**src/rtl/ifetch_seq_pkg.sv**
```systemverilog
// ifetch_seq_pkg: shared processor constants and fetch FSM state encoding
package ifetch_seq_pkg;
  localparam int WORD_W_DEF = 16;
  localparam logic [15:0] RESET_VEC_DEF = 16'h0000;
  typedef enum logic [1:0] {S_IDLE, S_REQ, S_LOAD, S_HOLD} state_t;
endpackage

```
**src/rtl/ifetch_seq_pc_cnt.sv**
```systemverilog
// pc_cnt: program counter with load (priority) and wrapping increment
module pc_cnt #(
  parameter int WORD_W = 16,
  parameter logic [WORD_W-1:0] RESET_VEC = '0
) (
  input  logic              clk,
  input  logic              rst,
  input  logic              inc,
  input  logic              ld,
  input  logic [WORD_W-1:0] ld_val,
  output logic [WORD_W-1:0] pc
);
  // load beats increment; increment wraps at 2^WORD_W
  always_ff @(posedge clk or posedge rst)
    if (rst) pc <= RESET_VEC;
    else if (ld) pc <= ld_val;
    else if (inc) pc <= pc + WORD_W'(1);
endmodule

```
**src/rtl/ifetch_seq.sv**
```systemverilog
// ifetch_seq: instruction fetch sequencer with redirect handling
module ifetch_seq
  import ifetch_seq_pkg::*;
#(
  parameter int WORD_W = WORD_W_DEF,
  parameter logic [WORD_W-1:0] RESET_VEC = WORD_W'(RESET_VEC_DEF)
) (
  input  logic              clk,
  input  logic              rst,
  input  logic              start,
  output logic              mem_req,
  output logic [WORD_W-1:0] mem_addr,
  input  logic              mem_ack,
  input  logic [WORD_W-1:0] mem_rdata,
  output logic [WORD_W-1:0] ir_d,
  output logic              en_ir,
  output logic              fetch_valid,
  input  logic              dec_ready,
  input  logic              redirect,
  input  logic [WORD_W-1:0] redirect_addr,
  output logic [WORD_W-1:0] pc
);
  state_t r_state, w_nxt;
  logic r_pend, r_req, r_en, r_fv;
  logic [WORD_W-1:0] r_raddr, r_ir, w_ldv;
  logic w_ld, w_inc, w_cap, w_disc;

  pc_cnt #(.WORD_W(WORD_W), .RESET_VEC(RESET_VEC)) u_pc (
    .clk(clk), .rst(rst), .inc(w_inc), .ld(w_ld), .ld_val(w_ldv), .pc(pc)
  );

  // next state and pc control; an ack with any redirect outstanding is discarded
  always_comb begin
    w_nxt = r_state;
    w_ld = 1'b0;
    w_ldv = redirect_addr;
    w_inc = 1'b0;
    w_cap = 1'b0;
    w_disc = redirect | r_pend;
    case (r_state)
      S_IDLE: begin
        w_ld = redirect;
        w_nxt = start ? S_REQ : S_IDLE;
      end
      S_REQ: if (mem_ack) begin
        w_ld = w_disc;
        w_ldv = redirect ? redirect_addr : r_raddr;
        w_inc = !w_disc;
        w_cap = !w_disc;
        w_nxt = w_disc ? S_REQ : S_LOAD;
      end
      S_LOAD: begin
        w_ld = redirect;
        w_nxt = redirect ? S_REQ : S_HOLD;
      end
      default: begin
        w_ld = redirect;
        w_nxt = (redirect | dec_ready) ? S_REQ : S_HOLD;
      end
    endcase
  end

  // state, registered outputs decoded from next state, and pending redirect
  always_ff @(posedge clk or posedge rst)
    if (rst) begin
      r_state <= S_IDLE;
      r_req <= 1'b0;
      r_en <= 1'b0;
      r_fv <= 1'b0;
      r_ir <= '0;
      r_pend <= 1'b0;
      r_raddr <= '0;
    end else begin
      r_state <= w_nxt;
      r_req <= w_nxt == S_REQ;
      r_en <= w_nxt == S_LOAD;
      r_fv <= w_nxt == S_HOLD;
      if (w_cap) r_ir <= mem_rdata;
      if (r_state == S_REQ) begin
        r_pend <= !mem_ack & w_disc;
        if (redirect) r_raddr <= redirect_addr;
      end
    end

  assign mem_req = r_req;
  assign mem_addr = pc;
  assign ir_d = r_ir;
  assign en_ir = r_en;
  assign fetch_valid = r_fv;
endmodule

```
**config.mk**
```make
export PLATFORM = sky130hd
export DESIGN_NAME = ifetch_seq
export DESIGN_NICKNAME = d
export VERILOG_FILES = /design/src/rtl/ifetch_seq_pkg.sv /design/src/rtl/ifetch_seq_pc_cnt.sv /design/src/rtl/ifetch_seq.sv
export SDC_FILE = /design/constraint.sdc
export NUM_CORES = 1
export LEC_CHECK = 0
export ABC_AREA = 1
export ABC_CLOCK_PERIOD_IN_PS = 1840
export CAP_MARGIN = 0
export CORE_ASPECT_RATIO = 0.9
export CORE_MARGIN = 1.5
export CORE_UTILIZATION = 47
export CTS_BUF_LIST = sky130_fd_sc_hd__clkbuf_16
export DETAILED_ROUTE_END_ITERATION = 16
export PLACE_DENSITY = 0.8
export SLEW_MARGIN = 40
export SYNTH_ARGS = -nofsm -noshare
export SYNTH_HDL_FRONTEND = slang
export SYNTH_SLANG_ARGS = --single-unit
```
**constraint.sdc**
```tcl
create_clock -name clk -period 1.84 [get_ports clk]
set_input_delay 0.368 -clock clk [delete_from_list [all_inputs] [get_ports clk]]
set_output_delay 0.368 -clock clk [all_outputs]
set_load 0.01 [all_outputs]
```
==> results of run 1 <==
## flip-flops by register name, indices dropped and copies added, names as in the netlist
register / flops
en_ir: 1
fetch_valid: 1
ir_d: 16
mem_req: 1
r_pend: 1
r_raddr: 16
r_state: 2
u_pc.pc: 16
## metal layers
layer | vias to the layer above | global-route usage (%) | share of wire, %
li1 | 1356 | - | -
met1 | 1284 | 27.6 | 43
met2 | 114 | 38.0 | 48
met3 | 16 | 5.11 | 7.1
met4 | 0 | 6.45 | 2.0
met5 | - | 0 | 0
## worst min-delay path: stages
cell and delay (ns):
clkdlybuf4s50_1 0.41, inv_2 0.07, buf_12 0.28
## logic make-up (layout without fill, tap and decap cells)
| logic type | after synthesis | after routing | synth area share (%) |
|---|---|---|---|
| AO/OA/AOI/OAI | 40 | 40 | 7.75 |
| adder cells (fa/ha/maj) | 1 | 1 | 0.428 |
| multiplexers | 3 | 3 | 1.16 |
| AND/OR/NAND/NOR | 220 | 220 | 32.4 |
| XOR/XNOR | 4 | 4 | 1.20 |
| flip-flops | 54 | 54 | 46.3 |
| buffers and inverters | 62 | 146 | 10.8 |
## power by group through the flow
stage	Clock (mW)	Sequential [mW]	Combinational (mW)
after global routing	1.04	2.26	3.07
after detailed placement	0	2.19	2.82
final	0.978	2.19	2.81
after CTS	0.990	2.19	2.84
after floorplan	0	2.26	1.45
after global placement	0	2.17	2.74
## metrics by stage
step | power [mW] | cell area, µm² | setup slack, ns | util [%] | setup TNS, ns
2_1_floorplan | 3.71 | 2920 | 0.157 | - | 0
3_3_place_gp | 4.91 | 3840 | 0.0179 | 63.5 | 0
3_5_place_dp | 5.01 | 3840 | -0.00631 | 63.5 | -0.0147
4_1_cts | 6.02 | 3990 | 0.0779 | 66.0 | 0
5_1_grt | 6.37 | 3990 | 0.0346 | 66.0 | 0
6_report | 5.98 | 3990 | 0.0731 | 66.0 | 0
## how the worst max path moves through the flow
| stage | endpoint | slack (ns) | cells past startpoint | startpoint |
|---|---|---|---|---|
| 2_1_floorplan | en_ir$_DFF_PP0_ | 0.16 | 1 | rst |
| 3_3_place_gp | u_pc.pc[3]$_DFFE_PP0P_ | 0.02 | 7 | redirect |
| 3_5_place_dp | u_pc.pc[10]$_DFFE_PP0P_ | -0.006 | 9 | redirect |
| 4_1_cts | pc[6] | 0.08 | 1 | u_pc.pc[6]$_DFFE_PP0P_ |
| 5_1_grt | mem_addr[6] | 0.03 | 1 | u_pc.pc[6]$_DFFE_PP0P_ |
| 6_report | pc[6] | 0.07 | 1 | u_pc.pc[6]$_DFFE_PP0P_ |
## synthesized netlist by cell type (2+ instances only)
master	instances
mux2_2	3
nor2_1	36
nand2_1	139
o21ai_0	27
xnor2_1	4
nand3b_1	2
o21ai_1	2
nand2_4	4
clkbuf_1	3
buf_6	2
buf_2	3
buf_4	17
nor3_1	2
a22oi_1	2
o211ai_1	3
inv_1	30
nand2_2	3
a21oi_1	4
nor2_4	3
nand4_1	3
dfrtp_1	54
nand3_1	24
inv_2	7
## layout by cell type (no fill, tap or decap), drive strengths merged, types with 4 or more instances in the layout
cell,synthesis,routed
clkdlybuf4s50,0,88
dfrtp,54,54
nand3,25,25
inv,37,39
a21oi,5,5
buf,22,13
nand2,146,146
nor2,40,40
xnor2,4,4
clkbuf,3,5
o21ai,29,29
## cell type report
| class | instances | area (µm²) |
|---|---|---|
| clock inverters | 3 | 26.3 |
| inverters | 37 | 139 |
| fillers | 493 | 2060 |
| repair buffers | 101 | 1000 |
| clock buffers | 5 | 125 |
| multi-input cells | 268 | 1250 |
| flip-flops and latches | 54 | 1350 |
| well taps | 72 | 90.1 |
==> results.toml, run 1 <==
[clock_network]
cts_tree = "done"
clkTransAtPathRegs_ns = 0.07
numClockSinks = 54
hold_buffers = 0
cts_resized = 0
h-tree-depth = 2
clock_latency_ns = 0.29
cts_buffer_depth = 2
numCtsBuffers = 5
post_cts_buffers = 0
clockRootBuffer = "clkbuf_16"

[power]
seq_power_share_pct = 36.6
comb_power_share_pct = 47.0
power.internal_mw = 3.69
p_sw_mw = 2.30
power_leakage_nw = 1.92
clkPwrFrac_pct = 16.3
p_per_area_nw_per_um2 = 1500
peakVddDrop_mv = 0.855
switching_share_pct = 38.4

[setup_path]
r2r-start = "u_pc.pc[1]$_DFFE_PP0P_"
r2r_setup_slack_ns = 0.23
cp_cell_sequence = "clkdlybuf4s50_1"
slowest_delay_ns = 0.60
cp_num_buf_inv = 1
required_ns = 1.47
critPathMaxFanout = 8
worst_path_max_delay_cell = "clkdlybuf4s50_1"
crit_arrival_ns = 1.40
start_kind = "flop"
reg2regPathDepth = 8
path_class = "reg2out"
crit_family = "buffers and inverters"
r2r_end = "u_pc.pc[12]$_DFFE_PP0P_"
cp-end-kind = "output pin"

[timing]
skew_ns = 0.00624
hold_viol_final = 0
relSlewSlack_pct = 71.4
max_slew.worst_pin.slew_ns = 0.426
finalSetupViolCount = 0
finalCritPeriodShare_pct = 96.0
max_freq_ghz = 0.566
rsz0062_at_grt = "false"
maxSlewViolCount = 0
min_period_ns = 1.77
timing.hold.ws_ns = 0.443

[outcome]
status = "finished, final reports clean"

[die]
die_y_um = 77.8
die_w_um = 86.1
initial_core_util_pct = 48.3
ios = 89
rows = 27
die_area_um2 = 6700
core_um2 = 6050

[yosys]
synth-main-ff-cell = "dfrtp_1"
synth_fp_nets = 423
synth_area_leaders = "dfrtp_1, nand2_1, nor2_1, o21ai_0, buf_4"
synth-seq-cells = 54
synth_edf_count = 0
synth.distinct_cells = 30
synth_top_cell_area_share_pct = 46.3
syn_area_um2 = 2920
seq_area_frac_synth_pct = 46.3
synth_top_area_cell = "dfrtp_1"
yosys_warnings = 0
postSynth.asyncResetShare_pct = 100
avgSynthCellArea_um2 = 7.61
synth_cells = 384

[drt]
first_pass_iters = 4
num_vias = 2770
drtAntennaViolNets = 0
drcViolationCount = 0
wire_per_inst_um = 13.2
vias_per_cell = 5.13
drtIter0Drc = 163
drt_wl_total_um = 7150

[placement]
numPlacedInstances = 532
place.detailed.hpwl_um = 5220
finalWeightedCongestion = 0.901
numPortBuffers = 88

[run]
max-cap-violations = 0

[global_route]
grt_max_degree = 55
first_global_vias = 2575
grt.total_usage_pct = 22.1
grt_overflow = 0
grt_pass1_wl_um = 11700
antenna_found_initial = 0

[layout]
area_growth_pct = 36.6
nets = 506
num_antenna_cells = 0
stdcell_count = 540
layout-drive-gt1-share_pct = 9.62

[min_path]
hp-class = "in2async"
Note: power is estimated with default switching activity, not from simulation.
==> inputs of run 2 (changes only) <==
Settings changed: ABC_AREA 1 to default, CORE_UTILIZATION 47 to 46, CTS_CLUSTER_DIAMETER from default to 200, GPL_ROUTABILITY_DRIVEN from default to 0.
==> results.toml, run 2 <==
[power]
peakVddDrop_mv = 0.787
power_leakage_nw = 1.81
p_per_area_nw_per_um2 = 1540

[setup_path]
cp_cell_sequence = "clkdlybuf4s50_1, or3b_1, and2_1, a221oi_1, o21ai_1"
required_ns = 2.00
r2r-start = "r_state[1]$_DFF_PP0_"
worst_path_max_delay_cell = "clkdlybuf4s50_1"
path_class = "in2reg"
start_kind = "input port"
slowest_delay_ns = 0.46
cp_num_buf_inv = 1
crit_family = "simple AND/OR/NAND/NOR gates"
r2r_end = "u_pc.pc[14]$_DFFE_PP0P_"
reg2regPathDepth = 4
crit_arrival_ns = 1.92
cp-end-kind = "flop"
critPathMaxFanout = 4
r2r_setup_slack_ns = 0.15

[placement]
dpl_cell_area_um2 = 3830
place.detailed.hpwl_um = 5230
numPortBuffers = 88

[yosys]
muxShareOfSynthArea_pct = 9.80
synth-main-ff-cell = "dfrtp_1"
synth_top_cell_area_share_pct = 49.0
synth_compound_gate_area_share_pct = 11.8
yosys_warnings = 0
synth-seq-cells = 54
seq_area_frac_synth_pct = 49.0
synth_top_area_cell = "dfrtp_1"
synth_cells = 273
synth_adder_area_share_pct = 0.454
postSynth.asyncResetShare_pct = 100
synth_area_leaders = "dfrtp_1, nand2_1, buf_4, mux2_1, mux2i_1"
synth_top_family_by_area = "simple AND/OR/NAND/NOR gates"
synth_fp_nets = 312
syn_area_um2 = 2760
yosys-top-cells-count = "nand2_1, dfrtp_1, buf_4"
synth_edf_count = 0
synth.distinct_cells = 57
avgSynthCellArea_um2 = 10.1
synthSimpleGateAreaFrac_pct = 19.6
synth_xor_area_share_pct = 0.635
synth_most_common_cell = "nand2_1"

[clock_network]
numClockSinks = 54
h-tree-depth = 2
cts_buffer_depth = 2
post_cts_buffers = 0
clock_latency_ns = 0.29
cts_tree = "done"
clkTransAtPathRegs_ns = 0.07
cts_resized = 0
clockRootBuffer = "clkbuf_16"
hold_buffers = 0
numCtsBuffers = 5

[timing]
min_period_ns = 1.75
hold_viol_final = 0
skew_ns = 0.00651
finalCritPeriodShare_pct = 95.4
finalSetupViolCount = 0
rsz0062_at_grt = "false"
timing.hold.ws_ns = 0.412
max_freq_ghz = 0.570
relSlewSlack_pct = 72.1
max_slew.worst_pin.slew_ns = 0.414
maxSlewViolCount = 0

[drt]
drcViolationCount = 0
drtIter0Drc = 158
first_pass_iters = 4
drt_wl_total_um = 6880
wire_per_inst_um = 15.4
vias_per_cell = 5.42
drtAntennaViolNets = 0
num_vias = 2419

[layout]
layout_commonest_cell = "clkdlybuf4s50_1"
num_antenna_cells = 0
area_growth_pct = 45.1
fillCellCount = 439
finalInstanceArea_um2 = 4000
nets = 414
final_cell_mix = "clkdlybuf4s50_1, nand2_1, dfrtp_1, buf_4"
layout-drive-gt1-share_pct = 15.7

[global_route]
first_global_vias = 2380
grt_overflow = 0
grt_pass1_wl_um = 11700
grt.total_usage_pct = 22.5
grt_max_degree = 38
antenna_found_initial = 0

[outcome]
status = "finished, final reports clean"

[die]
initial_core_util_pct = 48.1
ios = 89
die_area_um2 = 6470
rows = 26
die_w_um = 84.6
core_um2 = 5730
die_y_um = 76.4

[run]
max-cap-violations = 0

[min_path]
hp-class = "in2async"
==> run 2: worst max-delay path by stage <==
stage / to / startpoint / cells after the start
3_3_place_gp: u_pc.pc[1]$_DFFE_PP0P_ / mem_ack / 6
5_1_grt: u_pc.pc[0]$_DFFE_PP0P_ / mem_ack / 5
2_1_floorplan: u_pc.pc[12]$_DFFE_PP0P_ / u_pc.pc[0]$_DFFE_PP0P_ / 5
4_1_cts: mem_addr[1] / u_pc.pc[1]$_DFFE_PP0P_ / 2
3_5_place_dp: u_pc.pc[5]$_DFFE_PP0P_ / mem_ack / 6
6_report: u_pc.pc[14]$_DFFE_PP0P_ / mem_ack / 5
==> run 2: layer usage <==
layer / global-route usage, % / vias to the layer above / share of wire, %
li1: - / 1159 / -
met1: 32.4 / 1175 / 46
met2: 34.2 / 77 / 47
met3: 4.23 / 8 / 5.9
met4: 7.74 / 0 / 1.7
met5: 0 / - / 0
==> run 2: power breakdown <==
part	internal (mW)	switching, mW	leakage [nW]	total (mW)
Combinational	1.71	1.31	1.07	3.02
Sequential	1.70	0.374	0.653	2.07
Clock	0.652	0.435	0.0848	1.09
==> run 2: cells by family (layout without fill, tap and decap cells) <==
group,after synthesis,after routing
AO/OA/AOI/OAI,43,43
XOR/XNOR,2,2
adder cells (fa/ha/maj),1,1
buffers and inverters,37,140
flip-flops,54,54
multiplexers,25,25
AND/OR/NAND/NOR,111,111
==> run 2: layout make-up <==
class,instances,area (µm²),area share (%)
tap,70,87.6,2.19
clock buffer,5,125,3.13
multi-input combinational,182,1170,29.2
inverter,7,26.3,0.657
sequential,54,1350,33.8
clock inverter,3,47.5,1.19
timing repair buffer,125,1200,29.9
==> run 2: through the flow <==
| step | utilization (%) | cells | total power, mW | TNS (ns) | setup WS [ns] |
|---|---|---|---|---|---|
| after floorplan | - | 273 | 3.58 | 0 | 0.141 |
| final | 69.9 | 446 | 6.18 | 0 | 0.0854 |
| after detailed placement | 66.8 | 438 | 5.11 | -2.09 | -0.162 |
| after global placement | 66.8 | 438 | 5.03 | -1.04 | -0.118 |
| after global routing | 69.9 | 446 | 6.57 | 0 | 0.0384 |
| after CTS | 69.9 | 446 | 6.22 | 0 | 0.0854 |
==> run 2: worst reg2reg max path, stage by stage (launching register included) <==
cell and delay (ns):
dfrtp_1 0.45, or3b_1 0.47, and2_1 0.21, a221oi_1 0.31, o21ai_1 0.12
==> inputs of run 3 (changes only) <==
Settings changed: ABC_AREA from default to 1, CORE_UTILIZATION 46 to 47.
==> results of run 3 <==
Same layout as run 1: the final DEF is identical, and so are final timing and power.
